File: src/rtl/load_store_unit.sv
// Load/store unit: turns CPU byte/half/word accesses into 32-bit little-endian word
// accesses on a combinational-read data memory, using read-modify-write for sub-word stores.
module load_store_unit #(
    parameter int ADDR_W = 16
) (
    input  logic              clk,
    input  logic              rst_n,
    input  logic              req,
    input  logic              we,
    input  logic [1:0]        size,
    input  logic              sign_ext,
    input  logic [ADDR_W-1:0] byte_addr,
    input  logic [31:0]       wdata,
    output logic              busy,
    output logic              done,
    output logic              misalign,
    output logic [31:0]       rdata,
    output logic [ADDR_W-3:0] mem_addr,
    output logic              mem_MW,
    output logic [31:0]       mem_data_in,
    input  logic [31:0]       mem_data_out
);

    typedef enum logic [1:0] {IDLE, ACCESS, WRITE, ERR} state_t;

    state_t              state_q, state_d;
    logic                we_q, we_d;
    logic [1:0]          size_q, size_d;
    logic                sign_ext_q, sign_ext_d;
    logic [ADDR_W-1:0]   addr_q, addr_d;
    logic [31:0]         wdata_q, wdata_d;
    logic [31:0]         word_q, word_d;
    logic [31:0]         rdata_q, rdata_d;
    logic                done_q, done_d;
    logic                misalign_q, misalign_d;

    logic                illegal;
    logic [7:0]          lane_b;
    logic [15:0]         lane_h;
    logic [31:0]         load_val;
    logic [31:0]         merge_val;

    always_comb begin
        case (size)
            2'b11:   illegal = 1'b1;
            2'b01:   illegal = byte_addr[0];
            2'b10:   illegal = |byte_addr[1:0];
            default: illegal = 1'b0;
        endcase
    end

    always_ff @(posedge clk or negedge rst_n) begin
        if (!rst_n) begin
            state_q <= IDLE;
        end else begin
            state_q <= state_d;
        end
    end

    always_comb begin
        state_d = state_q;
        case (state_q)
            IDLE:    if (req) state_d = illegal ? ERR : ACCESS;
            ACCESS:  state_d = we_q ? WRITE : IDLE;
            WRITE:   state_d = IDLE;
            ERR:     state_d = IDLE;
            default: state_d = IDLE;
        endcase
    end

    // Write enable is decoded from state so reset removes it without waiting for an edge.
    always_comb begin
        busy   = (state_q != IDLE);
        mem_MW = (state_q == WRITE);
    end

    always_comb begin
        lane_b   = mem_data_out[{addr_q[1:0], 3'b000} +: 8];
        lane_h   = mem_data_out[{addr_q[1], 4'b0000} +: 16];
        load_val = mem_data_out;
        case (size_q)
            2'b00:   load_val = {{24{sign_ext_q & lane_b[7]}}, lane_b};
            2'b01:   load_val = {{16{sign_ext_q & lane_h[15]}}, lane_h};
            default: load_val = mem_data_out;
        endcase
    end

    always_comb begin
        merge_val = word_q;
        case (size_q)
            2'b00:   merge_val[{addr_q[1:0], 3'b000} +: 8] = wdata_q[7:0];
            2'b01:   merge_val[{addr_q[1], 4'b0000} +: 16] = wdata_q[15:0];
            default: merge_val = wdata_q;
        endcase
    end

    always_comb begin
        we_d       = we_q;
        size_d     = size_q;
        sign_ext_d = sign_ext_q;
        addr_d     = addr_q;
        wdata_d    = wdata_q;
        word_d     = word_q;
        rdata_d    = rdata_q;
        done_d     = 1'b0;
        misalign_d = 1'b0;
        case (state_q)
            IDLE: begin
                if (req) begin
                    we_d       = we;
                    size_d     = size;
                    sign_ext_d = sign_ext;
                    addr_d     = byte_addr;
                    wdata_d    = wdata;
                end
            end
            ACCESS: begin
                word_d = mem_data_out;
                if (!we_q) begin
                    rdata_d = load_val;
                    done_d  = 1'b1;
                end
            end
            WRITE: done_d = 1'b1;
            ERR: begin
                done_d     = 1'b1;
                misalign_d = 1'b1;
            end
            default: ;
        endcase
    end

    always_ff @(posedge clk or negedge rst_n) begin
        if (!rst_n) begin
            we_q       <= 1'b0;
            size_q     <= 2'b00;
            sign_ext_q <= 1'b0;
            addr_q     <= '0;
            wdata_q    <= 32'h0;
            word_q     <= 32'h0;
            rdata_q    <= 32'h0;
            done_q     <= 1'b0;
            misalign_q <= 1'b0;
        end else begin
            we_q       <= we_d;
            size_q     <= size_d;
            sign_ext_q <= sign_ext_d;
            addr_q     <= addr_d;
            wdata_q    <= wdata_d;
            word_q     <= word_d;
            rdata_q    <= rdata_d;
            done_q     <= done_d;
            misalign_q <= misalign_d;
        end
    end

    assign done        = done_q;
    assign misalign    = misalign_q;
    assign rdata       = rdata_q;
    assign mem_addr    = addr_q[ADDR_W-1:2];
    assign mem_data_in = merge_val;

endmodule

File: config.mk
export PLATFORM = sky130hd
export DESIGN_NAME = load_store_unit
export DESIGN_NICKNAME = d
export VERILOG_FILES = /design/src/rtl/load_store_unit.sv
export SDC_FILE = /design/constraint.sdc
export NUM_CORES = 1
export LEC_CHECK = 0
export BUFFER_PORTS_ARGS = -buffer_cell sky130_fd_sc_hd__buf_2
export CORE_MARGIN = 3
export CORE_UTILIZATION = 45
export DETAILED_ROUTE_END_ITERATION = 12
export GPL_TIMING_DRIVEN = 0
export PLACE_DENSITY_LB_ADDON = 0.1
export SLEW_MARGIN = 25
export SYNTH_ARGS = -nofsm -noshare
export SYNTH_HDL_FRONTEND = slang
export SYNTH_SLANG_ARGS = --single-unit
File: constraint.sdc
create_clock -name clk -period 2.67 [get_ports clk]
set_input_delay 0 -clock clk [delete_from_list [all_inputs] [get_ports clk]]
set_output_delay 0 -clock clk [all_outputs]
set_load 0.02 [all_outputs]
# == Word level (Yosys, flattened, before mapping) ==
# Index checks and enable logic that the tools add are counted.
# word_totals
reg_bits,120
in_bits,87
output_inout_bits,82
wordCells,48
# classes
addsub,2
eq_ne,8
shifts,6
n_mux,12
bitwise,3
reduce_logical,7
# op_table
cell,n
$pmux W32 S2,2
$bwmux W32,2
$shift A16 B7 Y32 const A,1
$shift A8 B7 Y32 const A,1
$shiftx A16 B7 Y32,1
$shiftx A32 B6 Y16,1
$shiftx A32 B6 Y8,1
$shiftx A8 B7 Y32,1
$neg A5 Y7,2
$eq A2 B2 Y1 const B,4
$eq A2 B1 Y1 const B,3
$mux W2,3
$pmux W2 S3,1
$logic_not A2 Y1,2
$reduce_and A2 Y1,2
$reduce_or A2 Y1,2
$pmux W1 S3,1
$and A1 B1 Y1,2
$mux W1,2
$ne A2 B2 Y1 const B,1
$pmux W1 S2,1
$reduce_bool A2 Y1,1
$not A1 Y1,1

# == Depth between registers and ports, before layout ==
# depth
ltp_word,5
depth_mapped,8
ltp_nobuf,6

# == Worst setup path after synthesis ==
# OpenSTA, ideal clock, no wires.
# synth_path
path_kind,reg-to-output
from,reg addr_q[1]
to,out mem_data_in[0]
arrival_ns,2.297
required_ns,2.670
setup_slack_ns,0.373
path_stages_with_launch,8
path_buffers,2
cell_sequence,dfrtp_1 -> buf_6 -> inv_2 -> clkbuf_1 -> ha_1 -> nor3b_2 -> a31oi_1 -> o21ai_0
# synth_via
elab_chain_cells,4
word_cells_on_any_way,9
cone_classes,add/sub: 2; shift: 4; mux: 3
# synth_rtl
element,line,source
"start, declared",30,"logic [ADDR_W-1:0] addr_q, addr_d;"
"start signal, assigned",148,addr_q <= addr_d;
"$neg A5 Y7, on equally long branches","92, 91",
"$shiftx A16 B7 Y32, or another cell as far along",92,"2'b01: merge_val[{addr_q[1], 4'b0000} +: 16] = wdata_q[15:0];"
"$bwmux W32, on equally long branches","92, 91",
$pmux W32 S2 (*),90,case (size_q)
"end, declared",20,"output logic [31:0] mem_data_in,"
# Mark *: on every way between the ends. The rest lies on a longest branch, timed or not.

# == Final worst setup path ==
# layout_path
from,reg addr_q[1]
to,out mem_data_in[28]
# The elaborated chain is that of the path after synthesis.

==> flow_metrics.py <==
metrics = {
    "clocking": {
        "cts_tree": "built",
        "numCtsBuffers": 17,
        "insertion_delay_ns": 0.42,
        "ctsHtreeMaxLevel": 4,
        "numClockSinks": 120,
        "clock_path_buffers": 2,
        "clock-root-buffer": "clkbuf_16",
        "path_clk_slew_ns": 0.05,
    },
    "synth": {
        "netlist_area_mm2": 0.00647,
        "async_flop_share": 1.00,
        "yosysTopAreaCell": "dfrtp_1",
        "syn_nets": 689,
        "syn_area_per_cell_um2": 10.8,
        "synth_cells": 597,
        "yosysSeqAreaShare": 0.464,
        "synth_ff_type": "dfrtp_1",
        "yosys_warnings": 0,
        "yosys.cell_types.count": 52,
        "yosys.area.top_type_share": 0.464,
        "ys_ff_latch": 120,
        "synth_edf_count": 0,
        "synthTopCellsByArea": "dfrtp_1 46%, mux2_2 15%, nand2_1 3.9%",
    },
    "die": {
        "coreArea_mm2": 0.0140,
        "dieArea_mm2": 0.0158,
        "die_w_um": 126,
        "start_util": 0.462,
        "die_h_um": 126,
        "io_pins": 169,
        "rows": 43,
    },
    "job": {
        "drv_cap": 0,
    },
    "timing": {
        "tightest_slew_ns": 0.774,
        "setup_viol": 0,
        "final_min_period_over_clock_period": 0.960,
        "max_clock_freq_ghz": 0.390,
        "period_needed_ns": 2.56,
        "rsz0062_at_grt": "no",
        "fin_hold_ws_ns": 0.110,
        "max-slew-margin-rel": 0.484,
        "finalHoldViolations": 0,
        "slew_violations": 0,
        "finClkSkew_ns": 0.00645,
    },
    "routing": {
        "firstDrtPassIters": 6,
        "wl_per_cell_um": 19.8,
        "routed_via_density": 5.62,
        "vias": 6012,
        "drt_iter0_drc": 658,
        "drt_drc_violations_left": 0,
        "ant_nets": 0,
        "totalWireLength_um": 21200,
    },
    "pwr": {
        "p_leak_nw": 4.19,
        "vdd_drop_max_mv": 0.645,
        "powerDensity_mw_per_mm2": 1190,
    },
    "critical_path": {
        "start_kind": "flop",
        "critPathMaxFanout": 19,
        "cp.arrival_ns": 2.56,
        "worstSetupEndpointType": "output port",
        "required_ns": 2.67,
        "reg2reg_slack_ns": 0.87,
        "r2r-start": "addr_q[1]",
        "r2r_cells": 5,
        "worstReg2RegEnd": "rdata[5]",
        "worstSetupPathType": "reg2out",
    },
    "worst_hold_path": {
        "hp-class": "in2async",
    },
    "layout": {
        "post-route-util": 0.650,
        "nets": 970,
        "layout-drive-gt1-share": 0.397,
        "area_growth_pct": 40.5,
        "final_common_cell": "buf_2",
        "num_antenna_cells": 0,
        "final_cell_mix": "184 x buf_2, 119 x dfrtp_1, 85 x mux2_2, 85 x dlygate4sd3_1, 68 x nand2_1",
    },
    "outcome": {
        "status": "complete, no violations",
    },
    "placed_design": {
        "port_buffers": 168,
        "place.gp.congestion": 0.902,
        "dp_hpwl_um": 15000,
    },
    "global_routing": {
        "grt_overflow_total": 0,
        "grt_max_degree": 64,
        "grt_usage": 0.266,
        "grt_pass1_wl_um": 32900,
        "antenna_found_initial": 0,
        "grt_pass1_vias": 6035,
    },
}
cells in the mapped netlist, types with 7 or more instances:
master,instances
buf_1,11
a22oi_1,9
nor3b_1,9
buf_2,18
dfrtp_1,120
a222oi_1,20
a22o_1,21
mux2i_1,16
a31oi_1,8
nor2b_1,15
inv_1,12
o221ai_1,9
clkbuf_1,10
nand2b_1,7
o21ai_0,27
a21oi_1,10
buf_4,21
nor2_1,12
mux2_2,85
a211oi_1,8
nand3_1,32
nand2_1,68
area by class of cell:
cell class / instances / area, um^2
plain buffers: 62 / 360
clock buffers: 21 / 470
clock inverters: 10 / 77.6
fillers: 1155 / 4900
inverters: 13 / 60.1
multi-input cells: 401 / 3080
flip-flops and latches: 120 / 3000
well taps: 180 / 225
repair buffers: 263 / 1810
how the worst max path moves through the flow:
stage	slack [ns]	start	endpoint
2_1_floorplan	0.37	addr_q[1]	mem_data_in[0]
3_3_place_gp	-0.22	addr_q[1]	mem_data_in[4]
3_5_place_dp	-0.24	addr_q[1]	mem_data_in[4]
4_1_cts	0.001	addr_q[1]	mem_data_in[28]
5_1_grt	0.0003	addr_q[1]	mem_data_in[28]
6_report	0.11	addr_q[1]	mem_data_in[28]
critical path, stage by stage (launching register included):
cell	delay [ns]
dfrtp_2	0.46
buf_6	0.18
inv_8	0.13
ha_1	0.19
or2_4	0.18
nor4_4	0.04
buf_4	0.16
a222oi_1	0.46
mux2i_1	0.14
buf_4	0.19
power breakdown:
group          total (W)  switching [W]  internal [W]
clock network    0.00213       0.000802       0.00133
logic            0.00551        0.00317       0.00234
registers        0.00319       0.000577       0.00261
routing by layer:
| layer | wire [um] | track usage | vias up |
|---|---|---|---|
| li1 | - | - | 2738 |
| met1 | 8870 | 0.347 | 2979 |
| met2 | 10300 | 0.439 | 258 |
| met3 | 1510 | 0.0679 | 37 |
| met4 | 482 | 0.0820 | 0 |
| met5 | 0 | 0 | - |
per-stage QoR:
step | TNS [ns] | cell area, um^2 | instances | power (W) | worst slack (ns)
floorplan | 0 | 6470 | 597 | 0.00668 | 0.373
global placement | -2.38 | 7530 | 945 | 0.00828 | -0.217
detailed placement | -2.85 | 7570 | 946 | 0.00841 | -0.244
CTS | 0 | 9020 | 1063 | 0.0107 | 0.00135
global route | 0 | 9090 | 1070 | 0.0114 | 0.000312
finish | 0 | 9090 | 1070 | 0.0108 | 0.106
flip-flops by register name, indices dropped and copies added (netlist names):
| register | flops |
|---|---|
| rdata | 32 |
| we_q | 1 |
| state_q | 2 |
| sign_ext_q | 1 |
| addr_q | 16 |
| size_q | 2 |
| word_q | 32 |
| done | 1 |
| wdata_q | 32 |
| misalign | 1 |
cells by family (layout without fill, tap and decap cells):
| group | Yosys count | in the layout | share of synthesized area |
|---|---|---|---|
| flip-flops | 120 | 120 | 0.464 |
| AO/OA/AOI/OAI | 127 | 127 | 0.147 |
| buffers and inverters | 76 | 369 | 0.0633 |
| adder cells (fa/ha/maj) | 5 | 5 | 0.00967 |
| AND/OR/NAND/NOR | 164 | 164 | 0.136 |
| multiplexers | 105 | 105 | 0.180 |
timing repair:
item,CTS,global route
endpoints found under the setup margin,32,28
hold buffers,85,0
pin swaps,3,1
hold endpoints to repair,233,0
cloned,0,0
buffers inserted,2,7
gates resized for setup,7,6
No activity file was read; power rests on OpenSTA's default activity.
